[config.mk]
export PLATFORM = sky130hd
export DESIGN_NAME = memory_cycle
export DESIGN_NICKNAME = d
export VERILOG_FILES = /design/src/rtl/memory_cycle.sv
export SDC_FILE = /design/constraint.sdc
export NUM_CORES = 1
export LEC_CHECK = 0
export CELL_PAD_IN_SITES_DETAIL_PLACEMENT = 0
export CELL_PAD_IN_SITES_GLOBAL_PLACEMENT = 1
export CORE_ASPECT_RATIO = 0.8
export CORE_UTILIZATION = 30
export DETAILED_ROUTE_END_ITERATION = 16
export HOLD_SLACK_MARGIN = 0.05
export PLACE_DENSITY_LB_ADDON = 0.1
export SLEW_MARGIN = 20
export SYNTH_ARGS = -nofsm -noshare
export SYNTH_HDL_FRONTEND = slang
export SYNTH_SLANG_ARGS = --single-unit
export TNS_END_PERCENT = 100
[constraint.sdc]
create_clock -name clk -period 8.3 [get_ports clk]
set_input_delay 1.66 -clock clk [delete_from_list [all_inputs] [get_ports clk]]
set_output_delay 1.66 -clock clk [all_outputs]
set_load 0.03 [all_outputs]
[src/rtl/memory_cycle.sv]
// MEM pipeline stage: drives the data-memory request bus for aligned loads/stores,
// stalls EX while a request is outstanding, and loads the MEM/WB pipeline register.
module memory_cycle #(
  parameter int ACK_TIMEOUT = 15
) (
  input  logic        clk,
  input  logic        rst,
  input  logic [31:0] Alu_Res,
  input  logic [31:0] StoreData,
  input  logic [4:0]  Rd2,
  input  logic        mem_R,
  input  logic        mem_W,
  input  logic        WB,
  input  logic        RegW,
  output logic        stall,
  output logic        dmem_req,
  output logic        dmem_we,
  output logic [31:0] dmem_addr,
  output logic [31:0] dmem_wdata,
  input  logic [31:0] dmem_rdata,
  input  logic        dmem_ack,
  output logic [31:0] WB_Data,
  output logic [4:0]  Rd3,
  output logic        RegW_out,
  output logic        err_timeout,
  output logic        err_misalign,
  output logic        state_dbg_o
);

  // Handshake: once dmem_req rises, req/we/addr/wdata stay frozen until the first
  // cycle with dmem_ack=1 (or the timeout); EX holds every input while stall=1.

  typedef enum logic [0:0] {
    IDLE   = 1'b0,
    ACCESS = 1'b1
  } state_e;

  localparam int CW = (ACK_TIMEOUT < 2) ? 1 : $clog2(ACK_TIMEOUT + 1);
  localparam logic [CW-1:0] CNT_LAST = CW'(ACK_TIMEOUT - 1);

  state_e        state_q, state_d;
  logic [CW-1:0] cnt_q, cnt_d;
  logic          req_q, req_d;
  logic          we_q, we_d;
  logic [31:0]   addr_q, addr_d;
  logic [31:0]   wdata_q, wdata_d;
  logic [31:0]   wb_data_q, wb_data_d;
  logic [4:0]    rd3_q, rd3_d;
  logic          regw_q, regw_d;
  logic          err_to_q, err_to_d;
  logic          err_ma_q, err_ma_d;
  logic          stall_c;

  logic aligned;
  logic mem_op;
  logic illegal_op;

  assign aligned    = (Alu_Res[1:0] == 2'b00);
  assign mem_op     = (mem_R ^ mem_W) & aligned;
  assign illegal_op = (mem_R & mem_W) | ((mem_R ^ mem_W) & ~aligned);

  always_ff @(posedge clk or posedge rst) begin
    if (rst) begin
      state_q   <= IDLE;
      cnt_q     <= '0;
      req_q     <= 1'b0;
      we_q      <= 1'b0;
      addr_q    <= '0;
      wdata_q   <= '0;
      wb_data_q <= '0;
      rd3_q     <= '0;
      regw_q    <= 1'b0;
      err_to_q  <= 1'b0;
      err_ma_q  <= 1'b0;
    end else begin
      state_q   <= state_d;
      cnt_q     <= cnt_d;
      req_q     <= req_d;
      we_q      <= we_d;
      addr_q    <= addr_d;
      wdata_q   <= wdata_d;
      wb_data_q <= wb_data_d;
      rd3_q     <= rd3_d;
      regw_q    <= regw_d;
      err_to_q  <= err_to_d;
      err_ma_q  <= err_ma_d;
    end
  end

  always_comb begin
    state_d   = state_q;
    cnt_d     = cnt_q;
    req_d     = req_q;
    we_d      = we_q;
    addr_d    = addr_q;
    wdata_d   = wdata_q;
    wb_data_d = wb_data_q;
    rd3_d     = rd3_q;
    regw_d    = regw_q;
    err_to_d  = err_to_q;
    err_ma_d  = err_ma_q;
    stall_c   = 1'b0;

    case (state_q)
      IDLE: begin
        if (illegal_op) begin
          err_ma_d  = 1'b1;
          wb_data_d = '0;
          rd3_d     = '0;
          regw_d    = 1'b0;
        end else if (mem_op) begin
          state_d   = ACCESS;
          cnt_d     = '0;
          req_d     = 1'b1;
          we_d      = mem_W;
          addr_d    = Alu_Res;
          wdata_d   = StoreData;
          wb_data_d = '0;
          rd3_d     = '0;
          regw_d    = 1'b0;
          stall_c   = 1'b1;
        end else begin
          wb_data_d = Alu_Res;
          rd3_d     = Rd2;
          regw_d    = RegW;
        end
      end

      ACCESS: begin
        // Ack wins over a coinciding timeout, so it is tested first.
        if (dmem_ack) begin
          state_d   = IDLE;
          cnt_d     = '0;
          req_d     = 1'b0;
          we_d      = 1'b0;
          wb_data_d = WB ? dmem_rdata : Alu_Res;
          rd3_d     = Rd2;
          regw_d    = RegW;
        end else if (cnt_q == CNT_LAST) begin
          state_d   = IDLE;
          cnt_d     = '0;
          req_d     = 1'b0;
          we_d      = 1'b0;
          err_to_d  = 1'b1;
          wb_data_d = '0;
          rd3_d     = '0;
          regw_d    = 1'b0;
        end else begin
          cnt_d   = cnt_q + CW'(1);
          stall_c = 1'b1;
        end
      end

      default: begin
        state_d = IDLE;
      end
    endcase
  end

  assign stall        = stall_c & ~rst;
  assign dmem_req     = req_q;
  assign dmem_we      = we_q;
  assign dmem_addr    = addr_q;
  assign dmem_wdata   = wdata_q;
  assign WB_Data      = wb_data_q;
  assign Rd3          = rd3_q;
  assign RegW_out     = regw_q;
  assign err_timeout  = err_to_q;
  assign err_misalign = err_ma_q;
  assign state_dbg_o  = state_q;

endmodule

**Word-level counts from Yosys, hierarchy flattened**

Cells that the tools add are included.

- Muxes and demuxes: 33
- $add $sub $neg: 1
- Bitwise operators: 11
- Equal/unequal tests: 4
- Reduce and logical (&&, ||, !) cells: 6

Operators by type and width:

| operator | count |
|---|---|
| $mux W32 | 5 |
| $pmux W32 S2 | 1 |
| $mux W5 | 4 |
| $mux W4 | 4 |
| $mux W1 | 13 |
| $pmux W5 S2 | 1 |
| $reduce_and A3 Y1 | 3 |
| $pmux W1 S2 | 4 |
| $pmux W4 S2 | 1 |
| $not A1 Y1 | 5 |
| $add A4 B1 Y4 const B | 1 |
| $and A1 B1 Y1 | 4 |
| $eq A4 B4 Y1 const B | 1 |
| $ne A2 B2 Y1 const B | 2 |
| $reduce_and A2 Y1 | 2 |
| $ne A3 B2 Y1 const B | 1 |
| $logic_not A2 Y1 | 1 |
| $or A1 B1 Y1 | 1 |
| $xor A1 B1 Y1 | 1 |

- Register bits after elaboration: 111
- Logic and storage cells: 66
- Input port bits: 108

**Depth between registers and ports, before layout**

Gate-level depths: netlist (run 1).

- Word-level depth: 7
- Mapped depth: 8

**Worst setup path after synthesis (run 1)**

Ideal clock, no wire load.

- Path kind: input port to output port
- Start point: in mem_R
- End point: out stall
- Required time: 6.640 ns
- Stages on the path: 5
- Path slack: 3.630 ns
- Path buffers: 1
- Arrival time: 3.010 ns
- Cell sequence: ha_1 nor4b_4 nand2b_1 buf_2 a21oi_1

- Longest elaborated chain between the ends: 6
- Elaborated cells between the ends (all ways): 9
- Those cells by class: mux (3); bitwise (6)

Ends and longest elaborated chain:

| what | line | text |
|---|---|---|
| from (decl) | 11 | `input logic mem_R,` |
| $xor A1 B1 Y1 | 59, 60 |  |
| $and A1 B1 Y1, on equally long branches | 59, 60 |  |
| $mux W1 or $or A1 B1 Y1 (tied branches) | 111, 60 |  |
| $mux W1 (*) | 106 | `if (illegal_op) begin` |
| $pmux W1 S2 (*) | 104 | `case (state_q)` |
| $and A1 B1 Y1 (*) | 160 | `assign stall = stall_c & ~rst;` |
| to (decl) | 15 | `output logic stall,` |

Mark *: on every way between the ends. The rest lies on a longest branch, timed or not.

**Final worst setup path (run 1)**

- Start point: in dmem_ack
- End point: out stall

- Longest elaborated chain between the ends: 3

Ends and longest elaborated chain:

| what | line | text |
|---|---|---|
| from (decl) | 21 | `input logic dmem_ack,` |
| $mux W1 | 131 | `if (dmem_ack) begin` |
| $pmux W1 S2 | 104 |  |
| $and A1 B1 Y1 | 160 |  |

Every way passes these cells.

==> results of run 1 <==
[kinds of logic (layout without fill, tap and decap cells)]
kind of cell / Yosys count / in the layout / synth area share
flops: 111 / 111 / 0.6047
simple gates: 85 / 85 / 0.09126
compound gates: 82 / 82 / 0.1092
mux: 63 / 63 / 0.1542
buf+inv: 32 / 238 / 0.03242
fa+ha+maj: 3 / 3 / 0.008173
[path summary, 6_finish.rpt]
| path | from | cells past startpoint | to | slack (ps) |
|---|---|---|---|---|
| max in group asynchronous | rst | 3 | RegW_out$_DFFE_PP0P_ | 5200 |
| setup reg to reg | cnt_q[0]$_DFFE_PP0P_ | 5 | WB_Data[29]$_DFFE_PP0P_ | 5790 |
| setup / recovery | dmem_ack | 5 | stall | 2700 |
| min in group asynchronous | rst | 2 | dmem_addr[5]$_DFFE_PP0P_ | 1740 |
| hold / removal | dmem_wdata[11]$_DFFE_PP0P_ | 1 | dmem_wdata[11]$_DFFE_PP0P_ | 490 |
| hold reg to reg | dmem_wdata[11]$_DFFE_PP0P_ | 1 | dmem_wdata[11]$_DFFE_PP0P_ | 490 |
[cell type report]
| class | count | area (um^2) | area share |
|---|---|---|---|
| repair buffers | 220 | 2190 | 0.3037 |
| multi-input cells | 233 | 1682 | 0.2333 |
| clock inverters | 6 | 85.08 | 0.01180 |
| well taps | 189 | 236.5 | 0.03280 |
| clock buffers | 10 | 229.0 | 0.03176 |
| inverters | 2 | 10.01 | 0.001388 |
| flip-flops and latches | 111 | 2778 | 0.3853 |
[registers in the layout, indices dropped and copies added, names as in the netlist, 4 cells and up]
signal      cells
WB_Data        32
dmem_addr      32
dmem_wdata     32
Rd3             5
cnt_q           4
[layer usage]
| metal | vias to the layer above | routed length, um | track usage | share of wire |
|---|---|---|---|---|
| met3 | 14 | 1361 | 0.07765 | 0.098 |
| met4 | 0 | 170 | 0.05055 | 0.012 |
| met2 | 160 | 5992 | 0.2733 | 0.43 |
| met1 | 1813 | 6318 | 0.2374 | 0.46 |
| met5 | - | 0 | 0 | 0 |
| li1 | 1753 | - | - | - |
[power by group through the flow]
stage | clock, mW | sequential (mW) | combinational, mW
6_report | 0.463 | 0.717 | 0.686
5_1_grt | 0.504 | 0.734 | 0.721
4_1_cts | 0.479 | 0.718 | 0.693
3_5_place_dp | 0 | 0.728 | 0.690
3_3_place_gp | 0 | 0.723 | 0.687
2_1_floorplan | 0 | 0.952 | 0.137
[layout by cell type (no fill, tap or decap), types with 2 or more instances in the layout]
master and n:
bufinv_16 2, and2_1 3, o21ai_0 32, clkinv_2 2
a31oi_1 33, clkbuf_16 9, mux2_1 18, clkinvlp_4 2
nor2_1 3, buf_4 5, nand2b_2 3, nand2_1 33
a22o_1 7, ha_1 3, mux2_2 44, clkdlybuf4s50_1 215
a21o_1 2, dfrtp_1 111, a21oi_1 2, nor3_1 33
[metrics by stage]
step | instances | utilization
global route | 771 | 0.4818
global placement | 755 | 0.4608
CTS | 771 | 0.4818
floorplan | 376 | -
detailed placement | 755 | 0.4608
finish | 771 | 0.4818
==> flow_summary_export.csv, run 1 <==
group,metric,value,unit
run_status,status,"complete, no violations",
yosys,post-synth-top-count-cell,"dfrtp_1",
placement,place_hpwl,9380,um
critical_path,worstSetupPathType,"input port to output port",
die,die_x,140.3,um
critical_path,critPathArrivalTime,3940,ps
global_route,grt_pass1_vias,3799,
routing,drtIter0Drc,150,
critical_path,critPathBufInv,2,
sta,fin_setup_tns,0,ps
power,power_frac_seq,0.384,
power,powerDensity,258.8,nW/um^2
yosys,synth_cells,376,
critical_path,crit_path_top_delay_cell,"clkdlybuf4s50_1",
clock_tree,max-clock-path-buffers,2,
routing,firstDrtPassIters,4,
clock_tree,cts_max_level,3,
placement,gp_congestion,0.7591,
global_route,overflow,0,
sta,finalSetupViolCount,0,
sta,fin_crit_sh,0.6749,
sta,maxSlewHeadroom,0.3716,
sta,hold_viol_final,0,
power,power.leakage,2.988,nW
yosys,syn-cell-area,4593,um^2
yosys,ys_ff_latch,111,
yosys,synth_ff_type,"dfrtp_1",
clock_tree,hold_buffers,0,
power,netSwitchingFraction,0.3364,
yosys,synthDominantCellAreaShare,0.6047,
power,power.internal,1.238,mW
power,power,1.865,mW
sta,finalWorstSetupSlack,2698,ps
yosys,yosysTopAreaCell,"dfrtp_1",
global_route,antenna_found_initial,0,
critical_path,cp-end-kind,"output port",
routing,vias,3740,
sta,whs,485.6,ps
critical_path,crit_required,6640,ps
clock_tree,clock_latency,350,ps
routing,routed_wl,13840,um
final_layout,final_layout_size_suffix_gt1_frac,0.1254,
critical_path,cpPeakStageDelay,700,ps
clock_tree,numCtsBuffers,9,
routing,route.detailed.drc,0,
sta,tightest_slew,942.6,ps
die,pin_count,216,
yosys,synthesis.nets,487,
sta,period_needed,5602,ps
placement,placed_area,6895,um^2
die,dieArea,15810,um^2
final_layout,design_area,7209,um^2
sta,finalClockSkew,5.020,ps
critical_path,crit_chain,"clkdlybuf4s50_1, nor2b_1, nand2b_2, a21oi_1, clkdlybuf4s50_1",
hold_path,worstHoldPathType,"flip-flop to flip-flop",
global_route,track_usage,0.1815,
final_layout,nets,688,
clock_tree,post_cts_buffers,0,
critical_path,crit_family,"buffers and inverters",
yosys,ys_seq_area_frac,0.6047,
routing,avgRoutedWirePerCell,17.95,um
power,vdd_drop_max,0.1277,mV
routing,ant_nets,0,
power,switchingPower,0.6275,mW
critical_path,cp_max_fo,37,
global_route,grt_max_degree,71,
final_layout,num-fill-cells,1374,
placement,dp_slack,2686,ps
critical_path,cpMostUsedCell,"clkdlybuf4s50_1",
yosys,yosysWarnings,0,
clock_tree,clk_root_buffer_cell,"clkbuf_16",
yosys,synth_edf_count,0,
clock_tree,post_cts_resized,0,
power,p_clk_frac,0.248,
clock_tree,clock-sinks,111,
critical_path,critPathLaunchType,"input port",
yosys,synth_common_cells,"111 x dfrtp_1, 44 x mux2_2, 34 x nor3_1",
yosys,synth.top_cells.by_area,"dfrtp_1 60%, mux2_2 11%, a31oi_1 4.5%, mux2_1 4.4%, nor3_1 3.7%",
clock_tree,cts_tree,"done",
sta,max_freq,178.5,MHz
yosys,synthArstFlopShare,1.000,
die,start_util,0.3069,
yosys,synth_cell_types,35,
die,coreArea,14960,um^2
yosys,syn_avg_cell_area,12.22,um^2
sta,drv_slew,0,
sta,rsz0062_at_grt,"false",
clock_tree,clk_pin_slew,70,ps
flow_run,maxCapViolations,0,
placement,io_buffers,215,
power,combPwrFrac,0.367,
final_layout,antennaDiodeCount,0,
routing,vias_per_cell,4.851,
die,row_count,40,
die,die_h,112.7,um
final_layout,syn_to_final_growth,56.96,%
global_route,grt_pass1_wl,21640,um
Note: power is estimated with default switching activity, not from simulation.
==> run 2: changes to the inputs <==
==> constraint.sdc (replaced) <==
create_clock -name clk -period 5.4 [get_ports clk]
set_input_delay 1.08 -clock clk [delete_from_list [all_inputs] [get_ports clk]]
set_output_delay 1.08 -clock clk [all_outputs]
set_load 0.03 [all_outputs]
==> flow_summary_export.csv, run 2 (synthesis gave the netlist of run 1 again) <==
group,metric,value,unit
routing,drtIter0Drc,151,
global_route,antenna_found_initial,0,
final_layout,antennaDiodeCount,0,
power,netSwitchingFraction,0.3294,
critical_path,cpPeakStageDelay,730,ps
placement,place_hpwl,9266,um
routing,vias_per_cell,4.864,
clock_tree,clk_pin_slew,70,ps
sta,tightest_slew,922.3,ps
sta,finalSetupViolCount,0,
critical_path,critPathBufInv,2,
critical_path,r2r_cells,6,
die,die_h,112.7,um
routing,ant_nets,0,
final_layout,final_common_cell,"clkdlybuf4s50_1",
critical_path,critPathArrivalTime,3140,ps
sta,fin_crit_sh,0.7816,
critical_path,path_depth,6,
clock_tree,post_cts_buffers,0,
final_layout,fin_cells,772,
critical_path,crit_required,4320,ps
critical_path,cp_max_fo,5,
global_route,grt_max_degree,59,
critical_path,crit_chain,"clkdlybuf4s50_1, ha_1, nor4b_4, nand2b_2, a21oi_1, clkdlybuf4s50_1",
power,switchingPower,0.9640,mW
die,start_util,0.3069,
clock_tree,cts_tree,"done",
die,dieArea,15810,um^2
power,combPwrFrac,0.360,
final_layout,nets,689,
sta,fin_setup_tns,0,ps
sta,hold_viol_final,0,
global_route,grt_pass1_vias,3896,
final_layout,syn_to_final_growth,57.86,%
placement,gp_congestion,0.7526,
global_route,overflow,0,
die,row_count,40,
die,pin_count,216,
clock_tree,clk_root_buffer_cell,"clkbuf_16",
sta,maxSlewHeadroom,0.3818,
routing,avgRoutedWirePerCell,17.66,um
power,power_frac_seq,0.377,
power,power,2.927,mW
critical_path,reg2reg_from,"cnt_q[0]$_DFFE_PP0P_",
critical_path,cp-endpoint,"stall",
power,p_clk_frac,0.263,
run_status,status,"complete, no violations",
critical_path,reg2reg_to,"WB_Data[7]$_DFFE_PP0P_",
power,power.internal,1.963,mW
critical_path,r2r_setup_slack,3080,ps
routing,vias,3755,
critical_path,worstSetupPathType,"input port to output port",
sta,rsz0062_at_grt,"false",
placement,place_inst,756,
sta,max_freq,236.9,MHz
critical_path,critPathLaunch,"mem_W",
power,power.leakage,3.011,nW
critical_path,cpMostUsedCell,"clkdlybuf4s50_1",
power,powerDensity,403.6,nW/um^2
final_layout,num-fill-cells,1345,
clock_tree,max-clock-path-buffers,2,
critical_path,crit_family,"buffers and inverters",
sta,period_needed,4221,ps
global_route,track_usage,0.1802,
sta,drv_slew,0,
final_layout,final_cell_mix,"215 x clkdlybuf4s50_1, 111 x dfrtp_1, 44 x mux2_2",
routing,routed_wl,13630,um
flow_run,maxCapViolations,0,
clock_tree,clock-sinks,111,
routing,route.detailed.drc,0,
global_route,grt_pass1_wl,21610,um
critical_path,critPathLaunchType,"input port",
placement,io_buffers,215,
critical_path,crit_path_top_delay_cell,"clkdlybuf4s50_1",
clock_tree,clock_latency,350,ps
clock_tree,numCtsBuffers,9,
power,vdd_drop_max,0.1911,mV
sta,finalClockSkew,4.840,ps
clock_tree,cts_max_level,3,
die,coreArea,14960,um^2
clock_tree,post_cts_resized,0,
routing,firstDrtPassIters,4,
critical_path,cp-end-kind,"output port",
final_layout,final_layout_size_suffix_gt1_frac,0.1304,
hold_path,worstHoldPathType,"flip-flop to flip-flop",
clock_tree,hold_buffers,0,
die,die_x,140.3,um
run 2: changes by cell type in the layout (fill, tap and decap cells not counted), sizes merged:
cell / before / now
bufinv: 2 / 3
clkinvlp: 2 / 1
buf: 5 / 6
run 2: metal layers:
| layer | routed length, um | global-route usage |
|---|---|---|
| met5 | 0 | 0 |
| met4 | 129 | 0.04835 |
| met3 | 1414 | 0.08319 |
| met2 | 5983 | 0.2737 |
| met1 | 6104 | 0.2309 |
run 2: cell type report:
| type | count | area [um^2] | share of cell area |
|---|---|---|---|
| Clock buffer | 10 | 239.0 | 0.03296 |
| Inverter | 2 | 10.01 | 0.001381 |
| Multi-Input combinational cell | 233 | 1683 | 0.2321 |
| Timing Repair Buffer | 221 | 2197 | 0.3030 |
| Sequential cell | 111 | 2778 | 0.3831 |
| Clock inverter | 6 | 107.6 | 0.01484 |
| Tap cell | 189 | 236.5 | 0.03261 |
run 2: power by group through the flow:
stage	Sequential [mW]	Combinational (mW)	Clock, mW
floorplan	1.46	0.210	0
global placement	1.11	1.05	0
detailed placement	1.12	1.06	0
CTS	1.11	1.06	0.800
global route	1.13	1.11	0.828
finish	1.10	1.05	0.769
run 2: how the worst min path moves through the flow:
| stage | from | to | slack [ps] | cells past startpoint |
|---|---|---|---|---|
| after global routing | err_timeout$_DFFE_PP0P_ | err_timeout$_DFFE_PP0P_ | 500 | 1 |
| after detailed placement | err_timeout$_DFFE_PP0P_ | err_timeout$_DFFE_PP0P_ | 460 | 1 |
| after global placement | err_timeout$_DFFE_PP0P_ | err_timeout$_DFFE_PP0P_ | 440 | 1 |
| final | err_timeout$_DFFE_PP0P_ | err_timeout$_DFFE_PP0P_ | 470 | 1 |
| after floorplan | cnt_q[2]$_DFFE_PP0P_ | cnt_q[2]$_DFFE_PP0P_ | 470 | 1 |
| after CTS | err_timeout$_DFFE_PP0P_ | err_timeout$_DFFE_PP0P_ | 480 | 1 |
run 2: through the flow:
stage | hold slack, ps | utilization | area, um^2 | setup WS [ps]
after floorplan | 465.2 | - | 4593 | 1389
after detailed placement | 457.0 | 0.4614 | 6904 | 1171
after global placement | 441.1 | 0.4613 | 6903 | 1194
final | 473.4 | 0.4845 | 7251 | 1179
after CTS | 481.1 | 0.4845 | 7251 | 1162
after global routing | 498.2 | 0.4845 | 7251 | 1019
run 2: worst reg2reg max path: stages (launching register included):
cell and delay, ps:
dfrtp_1 400, inv_1 110, ha_1 150, and3_2 720, nand2b_2 260, buf_4 390
a31oi_1 150
==> run 3: changes to the inputs <==
==> constraint.sdc (replaced) <==
create_clock -name clk -period 3.9 [get_ports clk]
set_input_delay 0.78 -clock clk [delete_from_list [all_inputs] [get_ports clk]]
set_output_delay 0.78 -clock clk [all_outputs]
set_load 0.03 [all_outputs]
==> flow_summary_export.csv, run 3 (synthesis gave the netlist of run 1 again) <==
group,metric,value,unit
die,pin_count,216,
power,vdd_drop_max,0.2290,mV
global_route,antenna_found_initial,0,
clock_tree,post_cts_buffers,0,
sta,finalClockSkew,6.354,ps
die,coreArea,14960,um^2
critical_path,r2r_cells,6,
final_layout,seq_area,2778,um^2
routing,avgRoutedWirePerCell,17.41,um
critical_path,worstSetupPathType,"input port to output port",
sta,drv_slew,0,
final_layout,multi_input_area,1682,um^2
clock_tree,clock-sinks,111,
critical_path,reg2reg_from,"cnt_q[0]$_DFFE_PP0P_",
critical_path,crit_required,3120,ps
critical_path,cp-endpoint,"stall",
routing,vias,3729,
sta,rsz0062_at_grt,"false",
sta,tightest_slew,795.7,ps
sta,period_needed,3075,ps
flow_run,maxCapViolations,0,
critical_path,reg2reg_to,"WB_Data[30]$_DFFE_PP0P_",
routing,drtIter0Drc,132,
die,die_x,140.3,um
die,die_h,112.7,um
critical_path,cp_max_fo,5,
routing,routed_wl,13550,um
clock_tree,post_cts_resized,0,
sta,max_freq,325.2,MHz
sta,maxSlewHeadroom,0.4695,
critical_path,critPathArrivalTime,2300,ps
routing,vias_per_cell,4.793,
clock_tree,clk_root_buffer_cell,"clkbuf_16",
placement,place_hpwl,9462,um
power,power,4.104,mW
die,dieArea,15810,um^2
sta,whs,474.0,ps
sta,finalWorstSetupSlack,825.0,ps
placement,gp_congestion,0.7852,
routing,firstDrtPassIters,4,
placement,dp_slack,832.4,ps
die,row_count,40,
global_route,grt_pass1_vias,3999,
hold_path,worstHoldPathType,"flip-flop to flip-flop",
sta,hold_viol_final,0,
critical_path,critPathLaunchType,"input port",
global_route,overflow,0,
clock_tree,numCtsBuffers,9,
global_route,grt_max_degree,39,
routing,route.detailed.drc,0,
sta,finalSetupViolCount,0,
sta,fin_crit_sh,0.7885,
clock_tree,max-clock-path-buffers,2,
power,powerDensity,561.7,nW/um^2
global_route,grt_pass1_wl,21890,um
final_layout,final_common_cell,"clkdlybuf4s50_1",
final_layout,num-fill-cells,1324,
clock_tree,hold_buffers,0,
run_status,status,"complete, no violations",
die,start_util,0.3069,
final_layout,final_layout_size_suffix_gt1_frac,0.1358,
final_layout,antennaDiodeCount,0,
sta,fin_setup_tns,0,ps
placement,io_buffers,215,
global_route,track_usage,0.1808,
clock_tree,cts_tree,"done",
clock_tree,cts_max_level,3,
clock_tree,clock_latency,350,ps
critical_path,cp-end-kind,"output port",
final_layout,final_cell_mix,"214 x clkdlybuf4s50_1, 111 x dfrtp_1, 44 x mux2_2",
critical_path,critPathLaunch,"mem_W",
final_layout,syn_to_final_growth,59.08,%
final_layout,nets,695,
power,power.leakage,3.050,nW
routing,ant_nets,0,
clock_tree,clk_pin_slew,70,ps
critical_path,r2r_setup_slack,1600,ps
[run 3: layer usage]
| layer | wire length [um] | global-route usage | vias to the layer above |
|---|---|---|---|
| met2 | 6000 | 0.2723 | 154 |
| li1 | - | - | 1763 |
| met3 | 1365 | 0.08148 | 14 |
| met1 | 5960 | 0.2302 | 1798 |
| met4 | 220 | 0.06007 | 0 |
| met5 | 0 | 0 | - |
[run 3: layout make-up]
class | count | share of cell area
repair buffers | 227 | 0.3065
clock buffers | 11 | 0.03185
flip-flops and latches | 111 | 0.3801
clock inverters | 5 | 0.01764
inverters | 2 | 0.001370
well taps | 189 | 0.03236
multi-input cells | 233 | 0.2301
[run 3: worst min-delay path by stage]
stage / startpoint / end / slack (ps) / cells past startpoint
floorplan: cnt_q[2]$_DFFE_PP0P_ / cnt_q[2]$_DFFE_PP0P_ / 470 / 1
global placement: err_timeout$_DFFE_PP0P_ / err_timeout$_DFFE_PP0P_ / 440 / 1
detailed placement: err_timeout$_DFFE_PP0P_ / err_timeout$_DFFE_PP0P_ / 450 / 1
CTS: err_timeout$_DFFE_PP0P_ / err_timeout$_DFFE_PP0P_ / 480 / 1
global route: err_timeout$_DFFE_PP0P_ / err_timeout$_DFFE_PP0P_ / 500 / 1
finish: err_timeout$_DFFE_PP0P_ / err_timeout$_DFFE_PP0P_ / 470 / 1
[run 3: through the flow]
| stage | instances | cell area (um^2) | util |
|---|---|---|---|
| floorplan | 376 | 4593 | - |
| global placement | 762 | 6945 | 0.4641 |
| detailed placement | 762 | 6945 | 0.4641 |
| CTS | 778 | 7307 | 0.4883 |
| global route | 778 | 7307 | 0.4883 |
| finish | 778 | 7307 | 0.4883 |
[run 3: worst max-delay path, stage by stage]
cell             delay (ps)
clkdlybuf4s50_1         430
ha_1                    340
nor4b_4                 310
nand2b_2                100
a21oi_1                 140
buf_4                   190
[run 3: power by group]
part / total (mW) / switching (mW) / internal (mW)
Clock: 1.12 / 0.420 / 0.696
Sequential: 1.53 / 0.133 / 1.40
Combinational: 1.46 / 0.778 / 0.678
Total: 4.10 / 1.33 / 2.77
